## config.mk

```make
export PLATFORM = sky130hd
export DESIGN_NAME = cdce_config_sequencer
export DESIGN_NICKNAME = d
export VERILOG_FILES = /design/src/rtl/cdce_cfg_pkg.sv /design/src/rtl/cdce_config_sequencer.sv
export SDC_FILE = /design/constraint.sdc
export NUM_CORES = 1
export LEC_CHECK = 0
export BUFFER_PORTS_ARGS = -buffer_cell sky130_fd_sc_hd__buf_2
export CAP_MARGIN = 15
export CORE_MARGIN = 2
export CORE_UTILIZATION = 53
export DETAILED_ROUTE_END_ITERATION = 8
export PLACE_DENSITY = 0.8
export SYNTH_ARGS = -nofsm -noshare
export SYNTH_HDL_FRONTEND = slang
export SYNTH_SLANG_ARGS = --single-unit
```

## constraint.sdc

```tcl
create_clock -name clk -period 2.19 [get_ports clk]
set_clock_uncertainty 0.2 [all_clocks]
set_input_delay 0.219 -clock clk [delete_from_list [all_inputs] [get_ports clk]]
set_output_delay 0.219 -clock clk [all_outputs]
set_load 0.02 [all_outputs]
```

## src/rtl/cdce_cfg_pkg.sv

```systemverilog
// Purpose: shared state encoding, bus widths and default register table for the CDCE config path.
// Latency: none (declarations only).
// Backpressure: none.
// Contents: cfg_state_t (sequencer FSM), CDCE_WORD_W / CDCE_ADDR_W, CDCE_REG_0..8 words,
//           cnt_width() helper for sizing the saturating counters.
package cdce_cfg_pkg;

   localparam int CDCE_WORD_W = 32;
   localparam int CDCE_ADDR_W = 4;

   typedef enum logic [2:0] {
      ST_PWR_WAIT  = 3'd0,
      ST_IDLE      = 3'd1,
      ST_LOAD      = 3'd2,
      ST_ISSUE     = 3'd3,
      ST_WAIT_DONE = 3'd4,
      ST_GAP       = 3'd5,
      ST_FIN       = 3'd6,
      ST_ERR       = 3'd7
   } cfg_state_t;

   // Default CDCE register words; the low nibble carries the target register address.
   localparam logic [CDCE_WORD_W-1:0] CDCE_REG_0 = 32'hEB84_0320;
   localparam logic [CDCE_WORD_W-1:0] CDCE_REG_1 = 32'hEB84_0301;
   localparam logic [CDCE_WORD_W-1:0] CDCE_REG_2 = 32'hEB84_0302;
   localparam logic [CDCE_WORD_W-1:0] CDCE_REG_3 = 32'hEB84_0303;
   localparam logic [CDCE_WORD_W-1:0] CDCE_REG_4 = 32'hEB14_0314;
   localparam logic [CDCE_WORD_W-1:0] CDCE_REG_5 = 32'h101C_0BE5;
   localparam logic [CDCE_WORD_W-1:0] CDCE_REG_6 = 32'h04BE_19A6;
   localparam logic [CDCE_WORD_W-1:0] CDCE_REG_7 = 32'hBD00_7FD7;
   localparam logic [CDCE_WORD_W-1:0] CDCE_REG_8 = 32'h8000_1808;

   // Counter width for a terminal count of 'terminal' cycles; never narrower than 1 bit.
   function automatic int cnt_width(input int terminal);
      return (terminal > 1) ? $clog2(terminal) : 1;
   endfunction

endpackage

```

## src/rtl/cdce_config_sequencer.sv

```systemverilog
// Purpose: walks the CDCE register table and hands each word to the serial shifter.
// Latency: first start_transaction POWERUP_CYCLES+1 edges after reset release (AUTO_START=1).
// Backpressure: holds start_transaction until the shifter drops transaction_done; per-word timeout.
// Ports: clk/reset_n; start_config (pass request pulse); word_addr/word_data (table lookup);
//        parallel_word/start_transaction/transaction_done (shifter handshake);
//        config_busy/config_done/config_error (status to board controller).
module cdce_config_sequencer
   import cdce_cfg_pkg::*;
#(
   parameter int NUM_WORDS      = 9,
   parameter int POWERUP_CYCLES = 1024,
   parameter int GAP_CYCLES     = 8,
   parameter int TIMEOUT_CYCLES = 255,
   parameter int AUTO_START     = 1
)(
   input  logic                   clk,
   input  logic                   reset_n,
   input  logic                   start_config,
   output logic [CDCE_ADDR_W-1:0] word_addr,
   input  logic [CDCE_WORD_W-1:0] word_data,
   output logic [CDCE_WORD_W-1:0] parallel_word,
   output logic                   start_transaction,
   input  logic                   transaction_done,
   output logic                   config_busy,
   output logic                   config_done,
   output logic                   config_error
);

   localparam int PWR_W = cnt_width(POWERUP_CYCLES);
   localparam int GAP_W = cnt_width(GAP_CYCLES);
   localparam int TO_W  = cnt_width(TIMEOUT_CYCLES);

   localparam logic [PWR_W-1:0]       PWR_TC    = PWR_W'(POWERUP_CYCLES - 1);
   localparam logic [GAP_W-1:0]       GAP_TC    = GAP_W'(GAP_CYCLES - 1);
   localparam logic [TO_W-1:0]        TO_TC     = TO_W'(TIMEOUT_CYCLES - 1);
   localparam logic [CDCE_ADDR_W-1:0] LAST_ADDR = CDCE_ADDR_W'(NUM_WORDS - 1);
   localparam logic                   AUTO      = (AUTO_START != 0);

   cfg_state_t             state_q, state_d;
   logic [PWR_W-1:0]       pwr_cnt_q, pwr_cnt_d;
   logic [GAP_W-1:0]       gap_cnt_q, gap_cnt_d;
   logic [TO_W-1:0]        to_cnt_q, to_cnt_d;
   logic [TO_W-1:0]        to_cnt_inc;
   logic [CDCE_ADDR_W-1:0] word_addr_q, word_addr_d;
   logic [CDCE_WORD_W-1:0] parallel_word_q, parallel_word_d;
   logic                   start_q, start_d;
   logic                   busy_q, busy_d;
   logic                   done_q, done_d;
   logic                   error_q, error_d;

   // One timeout count spans ISSUE and WAIT_DONE; it saturates rather than wraps.
   assign to_cnt_inc = (to_cnt_q == TO_TC) ? to_cnt_q : to_cnt_q + TO_W'(1);

   always_comb begin
      state_d         = state_q;
      pwr_cnt_d       = pwr_cnt_q;
      gap_cnt_d       = '0;
      to_cnt_d        = to_cnt_q;
      word_addr_d     = word_addr_q;
      parallel_word_d = parallel_word_q;
      done_d          = done_q;
      error_d         = error_q;

      case (state_q)
         ST_PWR_WAIT: begin
            // start_config is deliberately not looked at: the wait cannot be shortened.
            if (pwr_cnt_q == PWR_TC) begin
               state_d = AUTO ? ST_LOAD : ST_IDLE;
            end else begin
               pwr_cnt_d = pwr_cnt_q + PWR_W'(1);
            end
         end
         ST_IDLE: begin
            if (start_config) begin
               state_d     = ST_LOAD;
               word_addr_d = '0;
               done_d      = 1'b0;
               error_d     = 1'b0;
            end
         end
         ST_LOAD: begin
            // parallel_word is only written here, so it stays frozen for the whole
            // transfer; the shifter samples it one cycle after seeing start.
            parallel_word_d = word_data;
            to_cnt_d        = '0;
            state_d         = ST_ISSUE;
         end
         ST_ISSUE: begin
            to_cnt_d = to_cnt_inc;
            if (!transaction_done) begin
               state_d = ST_WAIT_DONE;
            end else if (to_cnt_q == TO_TC) begin
               // A disabled shifter never drops done; give up on this pass.
               state_d = ST_ERR;
            end
         end
         ST_WAIT_DONE: begin
            to_cnt_d = to_cnt_inc;
            if (transaction_done) begin
               state_d = ST_GAP;
            end else if (to_cnt_q == TO_TC) begin
               state_d = ST_ERR;
            end
         end
         ST_GAP: begin
            if (gap_cnt_q == GAP_TC) begin
               if (word_addr_q == LAST_ADDR) begin
                  state_d = ST_FIN;
               end else begin
                  word_addr_d = word_addr_q + CDCE_ADDR_W'(1);
                  state_d     = ST_LOAD;
               end
            end else begin
               gap_cnt_d = gap_cnt_q + GAP_W'(1);
            end
         end
         ST_FIN: begin
            // Any start_config seen this cycle is dropped; it must be re-issued from IDLE.
            done_d  = 1'b1;
            state_d = ST_IDLE;
         end
         ST_ERR: begin
            error_d = 1'b1;
            state_d = ST_IDLE;
         end
         default: begin
            state_d = ST_IDLE;
         end
      endcase

      // Registered outputs are derived from the next state so they line up with it.
      start_d = (state_d == ST_ISSUE);
      busy_d  = ((state_d == ST_PWR_WAIT) && AUTO) ||
                (state_d == ST_LOAD) || (state_d == ST_ISSUE) ||
                (state_d == ST_WAIT_DONE) || (state_d == ST_GAP);
   end

   always_ff @(posedge clk or negedge reset_n) begin
      if (!reset_n) begin
         state_q         <= ST_PWR_WAIT;
         pwr_cnt_q       <= '0;
         gap_cnt_q       <= '0;
         to_cnt_q        <= '0;
         word_addr_q     <= '0;
         parallel_word_q <= '0;
         start_q         <= 1'b0;
         busy_q          <= 1'b0;
         done_q          <= 1'b0;
         error_q         <= 1'b0;
      end else begin
         state_q         <= state_d;
         pwr_cnt_q       <= pwr_cnt_d;
         gap_cnt_q       <= gap_cnt_d;
         to_cnt_q        <= to_cnt_d;
         word_addr_q     <= word_addr_d;
         parallel_word_q <= parallel_word_d;
         start_q         <= start_d;
         busy_q          <= busy_d;
         done_q          <= done_d;
         error_q         <= error_d;
      end
   end

   assign word_addr         = word_addr_q;
   assign parallel_word     = parallel_word_q;
   assign start_transaction = start_q;
   assign config_busy       = busy_q;
   assign config_done       = done_q;
   assign config_error      = error_q;

endmodule
```

# After elaboration in Yosys (flattened, before gate mapping)
# Index checks and enable logic that the tools add are counted.
# totals
output_inout_bits,40
n_memories,0
regBits,64
mem_bits_ro,0
ram_bits,0
latchBits,0
elab_cells,70
# op_classes
n_mux,19
reduce_logical,17
addsub,4
bitwise,1
mul,0
n_lt_le_gt_ge,0
n_eq_ne,19
shifts,0
div_mod_pow,0
# op_table
cell,count
3-bit two-way mux,9
3-bit == test (second input constant),7
3-bit one-hot mux with 7 select lines,1
8-bit one-hot mux with 2 select lines,1
3-bit by 2-bit == test with 1-bit output (second input constant),4
4-bit two-way mux,3
10-bit by 1-bit adder with 10-bit output (second input constant),1
10-bit == test (second input constant),1
8-bit by 1-bit adder with 8-bit output (second input constant),1
8-bit == test (second input constant),1
8-bit two-way mux,1
2-bit != test (second input constant),4
4-bit one-hot mux with 2 select lines,1
2-bit AND reduction,4
2-bit nonzero test,4
3-bit zero test,2
4-bit by 1-bit adder with 4-bit output (second input constant),1
4-bit == test (second input constant),1
1-bit logical OR,4
1-bit one-hot mux with 2 select lines,2
4-bit AND reduction,1
2-bit OR reduction,2
3-bit by 1-bit adder with 3-bit output (second input constant),1
3-bit by 1-bit == test with 1-bit output (second input constant),1
other kinds (2),2

# Longest topological paths before layout
# Gate-level depths: netlist (run 1).
# logic_depth
depth_word,9
depth_mapped,7

# Least setup slack after synthesis (run 1)
# OpenSTA, ideal clock, no wires.
# synth_path
path_kind,register -> register
from,register state_q[0]
to,register pwr_cnt_q[1]
period_less_slack_ns,1.938
arrival_ns,1.614
path_stages_with_launch,5
path_buffers,1
setup_time_ns,0.125
setup_slack_ns,0.252
required_time_ns,1.865
cell_sequence,dfrtp_1 clkbuf_1 or3_1 a31oi_1 mux2_2
# synth_via
elab_chain_len,2
# synth_rtl
element,line_no,text
start: declaration,cdce_config_sequencer.sv:39,"cfg_state_t state_q, state_d;"
start signal: assignment,cdce_config_sequencer.sv:151,state_q <= state_d;
3-bit zero test,cdce_config_sequencer.sv:64,case (state_q)
2-bit AND reduction (no line),n/a,
end signal: assignment,cdce_config_sequencer.sv:152,pwr_cnt_q <= pwr_cnt_d;
end: declaration,cdce_config_sequencer.sv:40,"logic [PWR_W-1:0] pwr_cnt_q, pwr_cnt_d;"
# Every way passes these cells.
# A chain may end at the register's enable or synchronous reset.

# Final worst setup path (run 1)
# layout_path
from,register gap_cnt_q[0]
to,register word_addr_q[0] (netlist: word_addr[0])
# layout_via
elab_chain_len,3
# layout_rtl
element,line_no,text
start: declaration,cdce_config_sequencer.sv:41,"logic [GAP_W-1:0] gap_cnt_q, gap_cnt_d;"
start signal: assignment,cdce_config_sequencer.sv:153,gap_cnt_q <= gap_cnt_d;
3-bit == test,cdce_config_sequencer.sv:106,if (gap_cnt_q == GAP_TC) begin
2-bit != test (no line),n/a,
4-bit AND reduction (no line),n/a,
end signal: assignment,cdce_config_sequencer.sv:155,word_addr_q <= word_addr_d;
end: declaration,cdce_config_sequencer.sv:44,"logic [CDCE_ADDR_W-1:0] word_addr_q, word_addr_d;"
# Every way passes these cells.

==> results of run 1 <==
[per-stage QoR]
step           area, µm²  total power (W)  hold WS (ps)  utilization
2_1_floorplan       3010          0.00344          -277            -
3_3_place_gp        3520          0.00414          56.1        0.638
3_5_place_dp        3520          0.00420          57.8        0.638
4_1_cts             4090          0.00547           104        0.743
5_1_grt             4090          0.00586           154        0.743
6_report            4090          0.00549           136        0.743
[path summary, 6_finish.rpt]
kind	from	endpoint	slack (ps)	cells after the start
max in group asynchronous	reset_n	parallel_word[22]	960	3
setup reg to reg	gap_cnt_q[0]	word_addr[0]	120	6
setup / recovery	gap_cnt_q[0]	word_addr[0]	120	6
min in group asynchronous	reset_n	parallel_word[9]	230	2
hold / removal	start_config	config_done	140	4
hold reg to reg	gap_cnt_q[0]	gap_cnt_q[0]	250	1
[worst register-to-register path, cell delays in order, from the launching register on]
cell	delay, ps
dfrtp_1	390
ha_1	210
ha_1	230
and2_1	200
a21oi_1	210
nand2b_1	180
mux2_2	340
[flip-flops by register name, indices dropped and copies added, names as in the netlist]
| name | cells |
|---|---|
| pwr_cnt_q | 10 |
| config_busy | 1 |
| parallel_word | 32 |
| config_done | 1 |
| start_transaction | 1 |
| gap_cnt_q | 3 |
| config_error | 1 |
| state_q | 3 |
| to_cnt_q | 8 |
| word_addr | 4 |
[power groups by stage]
stage | sequential (W) | combinational (W) | clock [W]
floorplan | 0.00230 | 0.00115 | 0
global placement | 0.00191 | 0.00223 | 0
detailed placement | 0.00192 | 0.00228 | 0
CTS | 0.00190 | 0.00234 | 0.00124
global route | 0.00197 | 0.00261 | 0.00128
finish | 0.00191 | 0.00236 | 0.00122
[layout by cell type (no fill, tap or decap), types with 6 or more instances in the layout]
cell / instances
clkbuf_8: 9
nor3_1: 6
a211oi_1: 6
a21oi_1: 16
o21ai_0: 8
nand3_1: 12
xnor2_1: 8
buf_4: 12
nand2_1: 108
dlygate4sd3_1: 33
dfrtp_1: 64
ha_1: 7
and3_1: 6
buf_2: 75
inv_1: 11
[routing by layer]
| metal | track usage | vias up | wire length (µm) |
|---|---|---|---|
| li1 | - | 1350 | - |
| met1 | 0.289 | 1310 | 3010 |
| met2 | 0.399 | 106 | 3590 |
| met3 | 0.0466 | 22 | 404 |
| met4 | 0.157 | 0 | 235 |
| met5 | 0 | - | 0 |
[layout make-up]
cell class,count,area share
clock buffers,9,0.0303
repair buffers,121,0.199
flip-flops and latches,64,0.391
well taps,72,0.0220
multi-input cells,238,0.318
inverters,11,0.0101
clock inverters,7,0.0293
[cells by family after synthesis]
kind of cell / synth area share
compound gates: 0.104
fa+ha+maj: 0.0291
mux: 0.0141
flops: 0.532
buf+inv: 0.0378
xor+xnor: 0.0320
simple gates: 0.251
[repair_timing]
item / in CTS / in global routing
endpoints found under the setup margin: 0 / 1
buffers inserted: 0 / 0
hold endpoints to repair: 56 / 0
resized for setup: 0 / 1
hold buffers: 33 / 0
==> summary.txt, run 1 <==
status -> complete, no violations
Netlist cell types -> 43
initial antenna violation count -> 0
Peak Freq -> 0.482 GHz
synth cell count leaders -> 108 x nand2_1, 64 x dfrtp_1, 16 x a21oi_1
switching share of power -> 0.410
max_cap viols -> 0
Routability Congestion -> 0.924
Die H -> 79.4 µm
grt total ovfl -> 0
vias in the first global route -> 2638
Setup CP Type -> reg2reg
drt pass-1 iters -> 4
clock tree buffer depth -> 2
most common cell in the synthesized netlist -> nand2_1
Syn-to-layout area delta -> 36.0%
Worst Hold Class -> in2reg
placed cell count -> 473
Max Slew Vio Count -> 0
combinational share of power -> 0.430
Final HPWL DP -> 4.56 mm
Final ANT Viol Nets -> 0
CTS Buf Count -> 9
Internal -> 0.00324 W
gr usage total -> 0.242
final total negative setup slack -> 0 ps
share of cells above drive strength 1 -> 0.242
fraction of registers with async set/reset -> 1.00
worst endpoint required time -> 2210 ps
final cycle utilization of the critical path -> 0.947
Worst path most repeated cell -> ha_1
net switching power -> 0.00225 W
Worst Tran Pin Value -> 602 ps
per-cell routed wire length -> 13.9 µm
overall die area -> 6300 µm²
Worst path slowest cell -> dfrtp_1
initial drt markers -> 203
Mapped Area -> 3010 µm²
Fin. Hold Viols -> 0
Worst Path Arrival -> 2090 ps
CTS Sinks -> 64
Post-synth EDFFs -> 0
Mapped Avg Cell Area -> 9.12 µm²
Seq/Total Area, Yosys -> 0.532
final worst setup slack -> 115 ps
pre-CTS setup slack -> 142 ps
Boundary Pins -> 76
Remaining DRCs -> 0
die width -> 79.4 µm
Lkg Pwr -> 2.09 nW
Mapped Nets -> 373
core region area -> 5510 µm²
Syn Inst Count -> 330
Reg power frac -> 0.348
PwrDens -> 1340 nW/µm²
register area -> 1600 µm²
top cell type's share of synthesized area -> 0.532
CP max FO -> 4
CTS tree -> yes
Yosys top cell by area -> dfrtp_1
Startpoint Class -> flip-flop
vias per cell -> 5.34
worst slew margin relative to its limit -> 0.598
clock insertion delay at the later pin of the skew report -> 330 ps
cell family with most CP delay -> adder cells
#FFs+latches synth -> 64
most common flop cell mapped by yosys -> dfrtp_1
top post-synthesis cells by area -> dfrtp_1 53%, nand2_1 13%, ha_1 2.9%
minimum clock period -> 2070 ps
Final setup viols -> 0
Crit path buffers/inverters -> 0
root buffer cell -> clkbuf_8
FP Rows -> 27
Multi-input gate area -> 1300 µm²
largest net degree at the start of global routing -> 28
Synthesis Warnings -> 0
crit path cell chain -> ha_1 -> ha_1 -> and2_1 -> a21oi_1 -> nand2b_1 -> mux2_2
Final Non-Filler Cells -> 522
n_diodes -> 0
Port Buffer Count -> 75
Max rail drop VDD -> 677 µV
count of nets after finishing -> 488
first-pass GRT wire length -> 11.8 mm
Initial Utilization -> 0.547
clock slew at reported path FFs -> 70 ps
clock share of power -> 0.221
WL final -> 7.24 mm
vias -> 2788
CP Capture Type -> flip-flop
deepest level of the CTS H-tree -> 3
Filler cells -> 356
crit-path max cell delay -> 390 ps
No activity file was read; power rests on OpenSTA's default activity.
==> run 2: changes to the inputs <==
Settings changed: PLACE_DENSITY 0.8 to 0.82.
==> summary.txt, run 2 (synthesized netlist as in run 1, its figures left out) <==
FP Rows -> 27 (unchanged)
drt pass-1 iters -> 4 (unchanged)
Worst Path Arrival -> 2110 ps (+20 ps)
Lkg Pwr -> 2.07 nW (-1.0%)
die width -> 79.4 µm (unchanged)
Worst path slowest cell -> dfrtp_2
worst r2r src -> to_cnt_q[0]
vias -> 2839 (+1.8%)
Die H -> 79.4 µm (unchanged)
reg2reg setup slack -> 110 ps (about the same)
Port Buffer Count -> 75 (unchanged)
gr usage total -> 0.265 (+0.0227)
met1 wire length -> 3.22 mm (+6.9%)
final total negative setup slack -> 0 ps (unchanged)
Worst Hold Class -> in2reg
PwrDens -> 1310 nW/µm² (-2.2%)
Final setup viols -> 0 (unchanged)
worst endpoint required time -> 2220 ps (about the same)
CTS Sinks -> 64 (unchanged)
routed wl met2 -> 3.99 mm (+11%)
CTS Buf Count -> 9 (unchanged)
largest net degree at the start of global routing -> 65 (+130%)
Boundary Pins -> 76 (unchanged)
minimum clock period -> 2080 ps (+7.71 ps)
overall die area -> 6300 µm² (unchanged)
status -> complete, no violations
Fin. Hold Viols -> 0 (unchanged)
first-pass GRT wire length -> 12.7 mm (+8.0%)
Critical path origin -> to_cnt_q[0]
Filler cells -> 380 (+6.7%)
Max Slew Vio Count -> 0 (unchanged)
n_diodes -> 0 (unchanged)
share of cells above drive strength 1 -> 0.251 (+0.00833)
Syn-to-layout area delta -> 35.1%
Remaining DRCs -> 0 (unchanged)
max FFs per register -> 32 (unchanged)
initial drt markers -> 290 (+43%)
most common cell after layout, fill and taps aside -> nand2_1
most frequent cells in the layout -> 108 x nand2_1, 75 x buf_2, 63 x dfrtp_1, 33 x dlygate4sd3_1, 15 x a21oi_1
wire length on met3 -> 369 µm (-8.7%)
Final Non-Filler Cells -> 523 (+0.19%)
min-delay src -> start_config
vias in the first global route -> 2770 (+5.0%)
initial antenna violation count -> 0 (unchanged)
Initial Utilization -> 0.547 (unchanged)
per-cell routed wire length -> 15.0 µm (+7.9%)
FF-to-FF End -> start_transaction
Worst R2R Path Depth -> 6 (unchanged)
clock insertion delay at the later pin of the skew report -> 340 ps (about the same)
CTS tree -> yes
count of nets after finishing -> 489 (+0.20%)
Peak Freq -> 0.480 GHz (-0.37%)
WL final -> 7.82 mm (+8.1%)
Startpoint Class -> flip-flop
worst slew margin relative to its limit -> 0.686 (+0.0876)
Routability Congestion -> 0.895 (-3.2%)
CP Capture Type -> flip-flop
Worst Hold Path Cells -> 4 (unchanged)
Worst Tran Pin Value -> 468 ps (-134 ps)
fin util -> 0.738 (-0.00477)
total power -> 0.00533 W (-2.9%)
clock slew at reported path FFs -> 70 ps (about the same)
Levels on crit path -> 6 (unchanged)
crit-path max cell delay -> 440 ps (+50 ps)
Max rail drop VDD -> 734 µV (+8.4%)
placed cell count -> 472 (-0.21%)
root buffer cell -> clkbuf_8
clock tree buffer depth -> 2 (unchanged)
Final ANT Viol Nets -> 0 (unchanged)
CP max FO -> 7 (+3)
cell family with most CP delay -> simple AND/OR/NAND/NOR gates
Final HPWL DP -> 4.71 mm (+3.2%)
deepest level of the CTS H-tree -> 3 (unchanged)
crit path cell chain -> inv_1 -> ha_1 -> nand4_1 -> nor2_2 -> a211oi_1 -> nor4b_1
top layer in use -> met4
max_cap viols -> 0 (unchanged)
WHS Endpoint -> config_done
Crit path buffers/inverters -> 1 (+1)
core region area -> 5510 µm² (unchanged)
Setup CP Type -> reg2reg
vias per cell -> 5.43 (+1.6%)
final cycle utilization of the critical path -> 0.951 (+0.00352)
grt total ovfl -> 0 (unchanged)
-- run 2: cell count changes in the layout (fill, tap and decap cells not counted), sizes merged --
cell and change:
clkinvlp +1, buf +1, bufinv -2, clkinv +1
-- run 2: worst max path at each step --
stage | endpoint | slack, ps
2_1_floorplan | pwr_cnt_q[1] | 250
3_3_place_gp | word_addr[0] | 210
3_5_place_dp | word_addr[0] | 120
4_1_cts | start_transaction | 60
5_1_grt | start_transaction | -7
6_report | start_transaction | 110
-- run 2: repair_timing --
item                                    4_1_cts  5_1_grt
hold endpoints to repair                     96        0
gates resized for setup                       0        5
setup buffers                                 0        2
endpoints found under the setup margin        0        6
hold buffers                                 33        0
-- run 2: cell type report --
| cell class | instances | area, µm² | share of cell area |
|---|---|---|---|
| Tap cell | 72 | 90.1 | 0.0222 |
| Multi-Input combinational cell | 238 | 1310 | 0.323 |
| Clock inverter | 7 | 72.6 | 0.0178 |
| Clock buffer | 9 | 124 | 0.0305 |
| Sequential cell | 64 | 1600 | 0.394 |
| Timing Repair Buffer | 122 | 823 | 0.202 |
| Inverter | 11 | 41.3 | 0.0102 |
-- run 2: where the power goes --
group          switching, W  total [W]  internal [W]  leakage (nW)
clock network      0.000463   0.000987      0.000524        0.0952
registers          0.000346    0.00197       0.00163         0.818
logic               0.00152    0.00237      0.000848          1.15
-- run 2: worst register-to-register path, delay by kind of cell (launching register included) --
| family | cells | cell delay (ps) |
|---|---|---|
| buffers and inverters | 1 | 110 |
| adders and majority gates | 1 | 180 |
| and+or+nand+nor | 3 | 900 |
| AOI/OAI and AO/OA | 1 | 150 |
| DFF | 1 | 440 |
-- run 2: layer usage --
metal | GRT usage | vias up
li1 | - | 1353
met1 | 0.307 | 1366
met2 | 0.453 | 95
met3 | 0.0716 | 25
met4 | 0.126 | 0
met5 | 0 | -
-- run 2: stage by stage --
| stage | area (µm²) | hold WS (ps) | setup slack [ps] |
|---|---|---|---|
| 6_report | 4070 | 90.9 | 107 |
| 5_1_grt | 4070 | 107 | -7.31 |
| 4_1_cts | 4040 | 78.8 | 57.2 |
| 3_5_place_dp | 3510 | 56.7 | 124 |
| 3_3_place_gp | 3510 | 55.7 | 209 |
| 2_1_floorplan | 3010 | -277 | 252 |
